<file path="src/rtl/commit_trace_monitor.sv">
// Retire-stage commit monitor: classifies accepted commits, tags them with an
// instruction number, buffers them in a first-word-fall-through FIFO with a
// valid/ready drain port, and tracks cycle/instruction/drop counters plus
// halt, watchdog and overflow status.
module commit_trace_monitor #(
  parameter int DATA_W      = 16,
  parameter int REG_W       = 4,
  parameter int DEPTH       = 8,
  parameter int CNT_W       = 32,
  parameter int CYCLE_LIMIT = 100000
) (
  input  logic              clk,
  input  logic              rst_n,
  input  logic              cm_valid,
  input  logic [DATA_W-1:0] cm_pc,
  input  logic              cm_regwrite,
  input  logic [REG_W-1:0]  cm_wreg,
  input  logic [DATA_W-1:0] cm_wdata,
  input  logic              cm_memread,
  input  logic              cm_memwrite,
  input  logic [DATA_W-1:0] cm_maddr,
  input  logic [DATA_W-1:0] cm_mdata,
  input  logic              cm_halt,
  output logic              out_valid,
  input  logic              out_ready,
  output logic [2:0]        out_kind,
  output logic [CNT_W-1:0]  out_inum,
  output logic [DATA_W-1:0] out_pc,
  output logic [DATA_W-1:0] out_value,
  output logic [DATA_W-1:0] out_addr,
  output logic [REG_W-1:0]  out_reg,
  output logic [CNT_W-1:0]  inst_count,
  output logic [CNT_W-1:0]  cycle_count,
  output logic [CNT_W-1:0]  drop_count,
  output logic              halted,
  output logic              timeout,
  output logic              overflow,
  output logic              done
);

  localparam int PTR_W = $clog2(DEPTH);
  localparam int OCC_W = PTR_W + 1;

  typedef enum logic [2:0] {
    KIND_ALU   = 3'd0,
    KIND_LOAD  = 3'd1,
    KIND_STORE = 3'd2,
    KIND_OTHER = 3'd3,
    KIND_HALT  = 3'd4
  } kind_e;

  typedef struct packed {
    kind_e             kind;
    logic [CNT_W-1:0]  inum;
    logic [DATA_W-1:0] pc;
    logic [DATA_W-1:0] value;
    logic [DATA_W-1:0] addr;
    logic [REG_W-1:0]  rg;
  } entry_t;

  entry_t             mem_q [DEPTH];
  entry_t             mem_d [DEPTH];
  logic [PTR_W-1:0]   wr_ptr_q, wr_ptr_d;
  logic [PTR_W-1:0]   rd_ptr_q, rd_ptr_d;
  logic [OCC_W-1:0]   occ_q, occ_d;
  logic [CNT_W-1:0]   inst_count_q, inst_count_d;
  logic [CNT_W-1:0]   cycle_count_q, cycle_count_d;
  logic [CNT_W-1:0]   drop_count_q, drop_count_d;
  logic               halted_q, halted_d;
  logic               timeout_q, timeout_d;
  logic               overflow_q, overflow_d;

  logic               running, accept, empty, full, pop, push, drop;
  entry_t             new_entry;
  entry_t             head;

  // Handshake qualifiers derived from registered state.
  always_comb begin
    running = ~halted_q & ~timeout_q;
    accept  = cm_valid & running;
    empty   = (occ_q == '0);
    full    = (occ_q == OCC_W'(DEPTH));
    pop     = ~empty & out_ready;
    push    = accept & (~full | pop);
    drop    = accept & full & ~pop;
  end

  // Classify the committing instruction and build its trace entry.
  always_comb begin
    new_entry      = '0;
    new_entry.pc   = cm_pc;
    new_entry.inum = inst_count_q;
    if (cm_halt) begin
      new_entry.kind = KIND_HALT;
    end else if (cm_regwrite & cm_memread) begin
      new_entry.kind  = KIND_LOAD;
      new_entry.value = cm_wdata;
      new_entry.rg    = cm_wreg;
      new_entry.addr  = cm_maddr;
    end else if (cm_regwrite) begin
      new_entry.kind  = KIND_ALU;
      new_entry.value = cm_wdata;
      new_entry.rg    = cm_wreg;
    end else if (cm_memwrite) begin
      new_entry.kind  = KIND_STORE;
      new_entry.value = cm_mdata;
      new_entry.addr  = cm_maddr;
    end else begin
      new_entry.kind = KIND_OTHER;
    end
  end

  // Next-state for FIFO storage, pointers, counters and status flags.
  always_comb begin
    mem_d         = mem_q;
    wr_ptr_d      = wr_ptr_q;
    rd_ptr_d      = rd_ptr_q;
    occ_d         = occ_q;
    inst_count_d  = inst_count_q;
    cycle_count_d = cycle_count_q;
    drop_count_d  = drop_count_q;
    halted_d      = halted_q;
    timeout_d     = timeout_q;
    overflow_d    = overflow_q;

    if (push) begin
      mem_d[wr_ptr_q] = new_entry;
      wr_ptr_d        = wr_ptr_q + PTR_W'(1);
    end
    if (pop) begin
      rd_ptr_d = rd_ptr_q + PTR_W'(1);
    end
    case ({push, pop})
      2'b10:   occ_d = occ_q + OCC_W'(1);
      2'b01:   occ_d = occ_q - OCC_W'(1);
      default: occ_d = occ_q;
    endcase

    if (accept) begin
      inst_count_d = inst_count_q + CNT_W'(1);
      if (cm_halt) halted_d = 1'b1;
    end
    if (drop) begin
      overflow_d = 1'b1;
      if (drop_count_q != '1) drop_count_d = drop_count_q + CNT_W'(1);
    end

    if (running && cycle_count_q != '1) begin
      cycle_count_d = cycle_count_q + CNT_W'(1);
      if (cycle_count_d == CNT_W'(CYCLE_LIMIT)) timeout_d = 1'b1;
    end
  end

  // Control and status registers with synchronous active-low reset.
  always_ff @(posedge clk) begin
    if (!rst_n) begin
      wr_ptr_q      <= '0;
      rd_ptr_q      <= '0;
      occ_q         <= '0;
      inst_count_q  <= '0;
      cycle_count_q <= '0;
      drop_count_q  <= '0;
      halted_q      <= 1'b0;
      timeout_q     <= 1'b0;
      overflow_q    <= 1'b0;
    end else begin
      wr_ptr_q      <= wr_ptr_d;
      rd_ptr_q      <= rd_ptr_d;
      occ_q         <= occ_d;
      inst_count_q  <= inst_count_d;
      cycle_count_q <= cycle_count_d;
      drop_count_q  <= drop_count_d;
      halted_q      <= halted_d;
      timeout_q     <= timeout_d;
      overflow_q    <= overflow_d;
    end
  end

  // Entry storage; contents are don't-care whenever the occupancy says empty.
  always_ff @(posedge clk) begin
    mem_q <= mem_d;
  end

  // Head fields are forced to zero while empty so that storage left
  // uninitialised (or stale after a reset) never shows on the outputs.
  assign head        = mem_q[rd_ptr_q];
  assign out_valid   = ~empty;
  assign out_kind    = out_valid ? head.kind  : 3'd0;
  assign out_inum    = out_valid ? head.inum  : '0;
  assign out_pc      = out_valid ? head.pc    : '0;
  assign out_value   = out_valid ? head.value : '0;
  assign out_addr    = out_valid ? head.addr  : '0;
  assign out_reg     = out_valid ? head.rg    : '0;
  assign inst_count  = inst_count_q;
  assign cycle_count = cycle_count_q;
  assign drop_count  = drop_count_q;
  assign halted      = halted_q;
  assign timeout     = timeout_q;
  assign overflow    = overflow_q;
  assign done        = (halted_q | timeout_q) & empty;

endmodule

</file>
<file path="config.mk">
export PLATFORM = sky130hd
export DESIGN_NAME = commit_trace_monitor
export DESIGN_NICKNAME = d
export VERILOG_FILES = /design/src/rtl/commit_trace_monitor.sv
export SDC_FILE = /design/constraint.sdc
export NUM_CORES = 1
export LEC_CHECK = 0
export CORE_ASPECT_RATIO = 0.6
export CORE_MARGIN = 2
export CORE_UTILIZATION = 48
export DETAILED_ROUTE_END_ITERATION = 16
export PLACE_DENSITY = 0.74
export RECOVER_POWER = 50
export SETUP_SLACK_MARGIN = 0.3
export SLEW_MARGIN = 25
export SYNTH_ARGS = -nofsm -noshare
export SYNTH_HDL_FRONTEND = slang
export SYNTH_SLANG_ARGS = --single-unit
</file>
<file path="constraint.sdc">
create_clock -name clk -period 12 [get_ports clk]
set_input_delay 2.4 -clock clk [delete_from_list [all_inputs] [get_ports clk]]
set_output_delay 2.4 -clock clk [all_outputs]
set_load 0.01 [all_outputs]
</file>
==> metrics, run 1 <==
gr ovfl total 0; number of detailed-route iterations in the first pass 8; DP Wirelength just over 40000 microns; Avg Synthesized Cell Area approximately 17 sq um; Cell Chain, Critical Path dlygate4sd3_1, clkbuf_1, inv_1, clkbuf_1, or4_1, o21ai_0; IO buf count between 200 and 300; DR WL/cell between 20 and 25 microns; LEAKAGE roughly 12 nW; reg-to-reg setup timing slack 7.22 ns; Clock Skew slightly above 0.02 ns; Fmax between 100 and 150 MHz; Worst-Skew Late Latency ~0.62 ns; CTS Sinks between 800 and 900; maxcap violations 11; Post-synth EDFFs between 600 and 700; Post-CTS Setup Inserts 0; Synth Cell Area 32300 sq um; DIE HEIGHT around 210 microns; Critical Path RT 12.54 ns; Synthesized Nets slightly below 2000; Max Root-Sink Buffers 3; CP Buf/Inv Count 4; part of the cycle the worst path needs about three fifths; vias in the first global route 17800; largest cells by area after synthesis edfxtp_1 65%, mux4_2 12%, dfxtp_1 6.7%; via count roughly 17000; root buffer cell clkbuf_16; CP peak stage delay approximately 1.4 ns; H-tree depth 3; Critical Path Most Common Cell clkbuf_1; share of cells above drive strength 1 between 10 and 15%; final hold vios 0; Crit path max-delay family buffers and inverters; Synth area leader edfxtp_1; Worst Path Max Fanout about 70; die area 69500 sq um; pre-CTS setup slack between 6 and 7 ns; worst rel slew slack -135%; sequential-to-total area share from yosys stat roughly 70%; Yosys cell types about 60; Die W between 300 and 400 microns; Setup WS post-layout approximately 5.0 ns; Setup TNS 0 ns; vias per cell between 5 and 6; synthesized instance count between 1500 and 2000; kind of critical path input port to register; fill count a little under 5000; routability-driven placement congestion ratio approximately 0.85; Ys Warns 0; # setup viols final 0; Worst VDD drop around 0.17 mV; hold crit path type register to register; failing checks max-capacitance violations, max-slew violations; drt drc 0; most frequent cell after synthesis edfxtp_1; Area Growth Syn to Fin 17.8%; Worst-Margin Slew about 3.5 ns; CTS Hold Bufs 0; Yosys top cell area share 64.6%; initial core utilization 48.7%; number of I/O pins roughly 260; slowest CP cell clkbuf_1; RSZ-0062 raised after global routing false; gr usage total about a fifth; initial antenna violation count 2; global-route wire length before repair 108000 microns; DR iter-0 viols 1633; # rows between 70 and 80; total routed wirelength approximately 71000 microns; largest net degree at the start of global routing 73; CTS tree yes; core area approximately 66000 sq um; status finished, violations left; CP endpoint kind register; #FFs+latches synth 805; CP arrival 7.56 ns; Num CTS Buffers 74; Tmin final around 7 ns; Synth top cells by count 696 x edfxtp_1, 174 x mux4_2, 174 x nor2_1; crit start category input port; nets ~2200; Post-DRT Antenna Nets 0; post-CTS sizing 0; Top FF cell, synth edfxtp_1; Cell Pwr Density 178 nW/um^2; ys async rst share 0%; clock slew seen by the registers of the worst setup and hold paths 0.07 ns; Slew Limit Fails 461
-- power by group --
group / switching [mW] / internal [mW]
sequential: 0.0611 / 3.13
clock: 1.00 / 1.32
combinational: 0.640 / 0.615
total: 1.70 / 5.06
-- layer usage --
metal / GRT usage, % / part of all wire [%] / up-vias
met5: 0 / 0 / -
met4: 5.97 / 2.4 / 0
met3: 4.15 / 6.6 / 116
met2: 32.1 / 47 / 557
met1: 29.4 / 44 / 9000
li1: - / - / 7762
-- sequential cells by signal (all words and copies together), names as in the netlist --
signal / flops
mem_q: 696
cycle_count: 32
drop_count: 32
inst_count: 32
occ_q: 4
rd_ptr_q: 3
wr_ptr_q: 3
halted: 1
overflow: 1
timeout: 1
-- layout by cell type, fill, tap and decap left out, types with 7 or more instances in the layout --
master / synthesis / layout
edfxtp_1: 696 / 696
mux4_2: 174 / 174
nor2_1: 174 / 172
clkdlybuf4s50_1: 0 / 145
dlygate4sd3_1: 0 / 118
dfxtp_1: 109 / 106
mux2i_1: 103 / 103
clkbuf_16: 0 / 75
nand2_1: 58 / 58
xor2_1: 42 / 42
nand3_1: 35 / 35
a21oi_1: 32 / 32
nand4_1: 31 / 31
clkbuf_1: 52 / 28
and2_1: 28 / 24
o21ai_0: 22 / 24
xnor2_1: 23 / 23
nor3_1: 23 / 22
or3_1: 20 / 20
buf_4: 32 / 18
a22o_1: 16 / 16
and3_1: 14 / 14
nand2b_1: 14 / 14
clkinv_1: 0 / 13
or4_1: 12 / 12
clkinv_2: 0 / 11
inv_1: 9 / 10
o31ai_1: 10 / 10
nor4_1: 9 / 8
ha_1: 8 / 8
and4_1: 7 / 7
bufinv_16: 0 / 7
-- cell families after synthesis --
logic type               count (synthesis)  share of synthesized area (%)
XOR/XNOR                                65                           1.76
AND/OR/NAND/NOR                        454                           7.07
AO/OA/AOI/OAI                          103                           2.10
buffers and inverters                  136                           2.03
flip-flops                             805                           71.4
multiplexers                           278                           15.3
adder cells (fa/ha/maj)                  8                          0.310
-- layout make-up --
type	instances	area, sq um	area share, %
Multi-Input combinational cell	908	8630	22.7
Inverter	10	37.5	0.0985
Timing Repair Buffer	295	2830	7.42
Clock inverter	40	398	1.04
Antenna cell	1	2.50	0.00657
Clock buffer	93	1970	5.18
Sequential cell	805	23100	60.6
Tap cell	900	1130	2.96
-- through the flow --
step / power, mW / area (sq um) / hold slack, ns / utilization [%] / std cells
floorplan: 3.94 / 32300 / 0.494 / - / 1849
global placement: 4.51 / 35800 / 0.459 / 53.9 / 2916
detailed placement: 4.53 / 35800 / 0.464 / 53.9 / 2916
CTS: 6.85 / 38200 / 0.484 / 57.5 / 3049
global route: 7.04 / 38100 / 0.509 / 57.4 / 3051
finish: 6.77 / 38100 / 0.470 / 57.4 / 3052
-- worst reg2reg max path, cell delays in order, from the launching register on --
cell and delay, ns:
dfxtp_1 0.35, nor3b_1 0.21, clkbuf_1 0.50, and2_0 0.40, nand2_1 0.10, nor3_1 0.21
clkbuf_1 2.50
-- path summary, 6_finish.rpt --
kind,from,depth (start not counted),to
worst max register to register,timeout,6,mem_q[504]
worst max-delay path,rst_n,6,drop_count[8]
worst min register to register,overflow,2,overflow
worst min-delay path,overflow,2,overflow
No activity file was read; power rests on OpenSTA's default activity.
==> run 2: changes to the inputs <==
PLACE_DENSITY = 0.71   (was 0.74)
clock period = 7.1 ns   (was 12 ns; I/O delays follow)
==> run 2 against run 1 <==
  * The flow still finishes with violations (max-capacitance violations, max-slew violations)
  * Register-to-register slack got worse by 4.7 ns
  * Power rose by 69%
  * Setup slack got worse by 3.4 ns
  * Via count rose by 0.90%
  * Clock skew rose by 0.0059 ns
  * Count of clock-buffer cells in the layout rose by 8
  * Design area rose by 0.27%
  * Critical endpoint is now mem_q[476]
==> metrics, run 2 (synthesized netlist as in run 1, its figures left out) <==
Worst-Margin Slew roughly 3.3 ns; LEAKAGE ~12 nW; CP arrival 5.71 ns; placed insts slightly below 3000; diode count 0; vias per cell 5.77; H-tree depth 3; hold crit path type register to register; crit start category input port; via count approximately 18000; # setup viols final 0; Met2 Wirelength about 33000 microns; hold depth 2; Worst-Skew Late Latency 0.63 ns; Pint 8.54 mW; Worst Path Max Fanout slightly below 90; Critical Path RT about 7.3 ns; pre-CTS setup slack roughly 2.4 ns; worst hold endpoint overflow; Hold WS between 0.4 and 0.5 ns; root buffer cell clkbuf_16; Max Root-Sink Buffers 3; part of the cycle the worst path needs 78.2%; final hold vios 0; Combinational Power Share a little under a fifth; routability-driven placement congestion ratio 0.884; most frequent cells in the layout 696 x edfxtp_1, 174 x mux4_2, 173 x nor2_1, 145 x clkdlybuf4s50_1, 118 x dlygate4sd3_1; die area between 60000 and 70000 sq um; Die W around 340 microns; IO buf count between 200 and 300; clock network power share around a third; reg-to-reg setup timing slack between 2 and 3 ns; max FFs per register 696; Post-DRT Antenna Nets 0; Critical R2R Launch timeout; switching share of power approximately a quarter; Setup WS post-layout roughly 1.6 ns; initial antenna violation count 2; Tmin final 5.55 ns; metal1 wirelength around 31000 microns; clock slew seen by the registers of the worst setup and hold paths ~0.060 ns; reg-to-reg endpoint mem_q[476]; maxcap violations 4; CTS Hold Bufs 0; Hold Path Origin overflow; Top reg by flops mem_q; vias in the first global route 17800; Area Growth Syn to Fin 18.1%; Setup TNS 0 ns; DIE HEIGHT 205 microns; failing checks max-capacitance violations, max-slew violations; Worst VDD drop between 0.2 and 0.3 mV; gr usage total ~21%; kind of critical path input port to register; largest net degree at the start of global routing 95; Clock Skew ~0.026 ns; Fmax 180 MHz; length of routed met3 wiring around 4900 microns; CTS Sinks roughly 800; reg2reg path depth 5; Num CTS Buffers 74; total routed wirelength between 70000 and 80000 microns; most common cell after layout, fill and taps aside edfxtp_1; share of cells above drive strength 1 15.2%; CP endpoint kind register; DP Wirelength around 41000 microns; Flop pwr share 47.1%; RSZ-0062 raised after global routing false; status finished, violations left; number of I/O pins between 200 and 300; number of detailed-route iterations in the first pass 5; gr ovfl total 0; Non-Filler Instances 3049; post-CTS sizing 0; DR iter-0 viols around 1700; Psw slightly below 3 mW; worst rel slew slack -118%; drt drc 0; core area roughly 66000 sq um; DR WL/cell 23.5 microns; top layer in use met4; initial core utilization between 40% and 50%; global-route wire length before repair ~110000 microns; CTS tree yes; Cell Pwr Density 299 nW/um^2; Post-CTS Setup Inserts 0; Slew Limit Fails approximately 220; # rows 73; nets 2174
[run 2: cell types whose count changed in the layout (fill, tap and decap cells not counted), sizes merged]
cell,before,now
buf,19,21
bufinv,7,5
diode,1,0
clkbuf,106,108
clkinvlp,3,2
inv,16,13
[run 2: worst max-delay path by stage]
stage / start / end / slack (ns) / cells past startpoint
floorplan: cm_valid / mem_q[348] / -2.24 / 5
global placement: cm_valid / mem_q[31] / 2.49 / 6
detailed placement: cm_valid / mem_q[27] / 2.39 / 6
CTS: rd_ptr_q[0] / out_inum[26] / 2.04 / 5
global route: cm_valid / mem_q[451] / 1.13 / 6
finish: cm_valid / mem_q[476] / 1.55 / 6
[run 2: area by class of cell]
class | instances | area, sq um
fillers | 5067 | 28200
flip-flops and latches | 805 | 23100
multi-input cells | 908 | 8650
repair buffers | 291 | 2920
clock buffers | 101 | 2040
well taps | 900 | 1130
clock inverters | 34 | 337
inverters | 10 | 37.5
[run 2: power groups by stage]
stage	Combinational, mW	Sequential (mW)	Clock [mW]
global placement	2.17	5.47	0
finish	2.15	5.38	3.91
global route	2.31	5.40	4.17
floorplan	1.23	5.43	0
CTS	2.19	5.39	3.98
detailed placement	2.18	5.49	0
[run 2: per-layer routing]
layer	vias up	track usage, %
li1	7763	-
met1	9047	29.7
met2	651	32.0
met3	131	4.27
met4	0	6.38
met5	-	0
[run 2: critical path: stages]
cell and delay (ns):
dlygate4sd3_1 0.55, nor3b_1 0.88, and2_0 0.42, nand2_1 0.10, nor3_1 0.16, clkbuf_2 2.11
[run 2: per-stage QoR]
stage | util [%] | total power [mW] | instance area, sq um
finish | 57.5 | 11.4 | 38200
global route | 57.5 | 11.9 | 38200
CTS | 57.6 | 11.6 | 38200
detailed placement | 54.0 | 7.67 | 35900
global placement | 54.0 | 7.64 | 35900
floorplan | - | 6.67 | 32300
==> run 3: changes to the inputs <==
PLACE_DENSITY = 0.74   (was 0.71)
clock period = 4.7 ns   (was 7.1 ns; I/O delays follow)
==> run 3 against run 2 <==
  * Global-route usage is 0.29 points higher
  * Setup slack worse by 1.2 ns
  * The run still ends with max-capacitance violations, max-slew violations left
  * Largest power group unchanged
  * Count of clock-buffer cells in the layout is 20 lower
  * Worst hold slack worse by 0.0092 ns
  * Via count is 1.1% higher
  * First-iteration DRC count is 11% higher
==> metrics, run 3 (synthesized netlist as in run 1, its figures left out) <==
total routed wirelength between 70000 and 80000 microns; DR iter-0 viols between 1500 and 2000; Setup TNS 0 ns; Area Growth Syn to Fin 18.4%; Slew Limit Fails about 250; reg2reg path depth 5; Core Util, Final ~58%; maxcap violations 5; RSZ-0062 raised after global routing false; Fmax 232 MHz; CP endpoint kind register; die area ~70000 sq um; worst rel slew slack -59.6%; # rows between 70 and 80; critical path launch point cm_valid; diode count 0; Worst-Margin Slew ~2.4 ns; Worst VDD drop roughly 0.29 mV; share of cells above drive strength 1 16.0%; Non-Filler Instances about 3100; vias in the first global route ~18000; crit start category input port; Top reg by flops mem_q; DIE HEIGHT 205 microns; post-CTS sizing 0; Post-CTS Setup Inserts 0; initial core utilization 48.7%; Hold Path Origin drop_count[23]; Critical R2R Launch timeout; CP arrival 4.49 ns; routability-driven placement congestion ratio between 0.8 and 0.9; initial antenna violation count 1; max FFs per register 696; most frequent cells in the layout 696 x edfxtp_1, 184 x clkdlybuf4s50_1, 174 x mux4_2, 173 x nor2_1, 106 x dfxtp_1; failing checks max-capacitance violations, max-slew violations; CTS tree yes; clock slew seen by the registers of the worst setup and hold paths 0.07 ns; status finished, violations left; reg-to-reg setup timing slack roughly 0.81 ns; Hold WS between 0.4 and 0.5 ns; CTS Sinks around 810; final hold vios 0; DP Wirelength 43100 microns; most common cell after layout, fill and taps aside edfxtp_1; IO buf count 263; kind of critical path input port to register; # setup viols final 0; Setup WS post-layout a little under 0.4 ns; Die W around 340 microns; reg-to-reg endpoint mem_q[153]; Cell Pwr Density 446 nW/um^2; core area 66400 sq um; Post-DRT Antenna Nets 0; via count 17800; number of I/O pins about 260; drt drc 0; Area after DPL 36100 sq um; Tmin final ~4.3 ns; pre-CTS setup slack around 0.9 ns; DR WL/cell between 20 and 25 microns; H-tree depth 3; largest net degree at the start of global routing between 60 and 70; LEAKAGE approximately 12 nW; CTS Hold Bufs 0; Critical Path RT slightly below 5 ns; nets approximately 2200; part of the cycle the worst path needs roughly nine tenths; Worst-Skew Late Latency between 0.6 and 0.7 ns; Finished Cell Area roughly 38000 sq um; global-route wire length before repair around 110000 microns; Num CTS Buffers 73; Max Root-Sink Buffers 3; Clock Skew 0.0273 ns; gr ovfl total 0; root buffer cell clkbuf_16; placed insts approximately 2900; gr usage total 20.9%; hold crit path type register to register; Worst Setup EP mem_q[153]; Worst Path Max Fanout 53; vias per cell 5.80; number of detailed-route iterations in the first pass 7; total power around 17 mW
[run 3: worst max-delay path, cell delays in order]
cell and delay [ns]:
clkdlybuf4s50_1 0.45, nor3b_1 0.50, and2_0 0.41, clkinvlp_2 0.46, nor3_4 0.30, clkbuf_2 1.40
[run 3: where the power goes]
part	internal, mW	switching, mW	total (mW)	leakage [nW]
registers	7.97	0.153	8.13	7.06
logic	1.61	1.67	3.28	3.65
clock network	3.12	2.55	5.66	1.07
total	12.7	4.37	17.1	11.8
[run 3: how the worst min path moves through the flow]
stage	cells after the start	slack (ns)	end
after detailed placement	2	0.48	drop_count[23]
final	2	0.48	drop_count[23]
after global routing	2	0.53	drop_count[19]
after floorplan	2	0.49	drop_count[23]
after global placement	2	0.47	drop_count[23]
after CTS	2	0.49	drop_count[23]
[run 3: area by class of cell]
class,instances,area [sq um]
clock buffers,81,1890
clock inverters,47,349
fillers,4935,28100
inverters,10,38.8
multi-input cells,908,8690
flip-flops and latches,805,23100
well taps,900,1130
repair buffers,313,3110
[run 3: layer usage]
metal  vias up  part of all wire, %  global-route usage, %
met4         0                  2.3                   5.67
met3       115                  7.6                   4.05
met2       717                   47                   32.5
li1       7801                    -                      -
met1      9146                   44                   30.6
met5         -                    0                      0
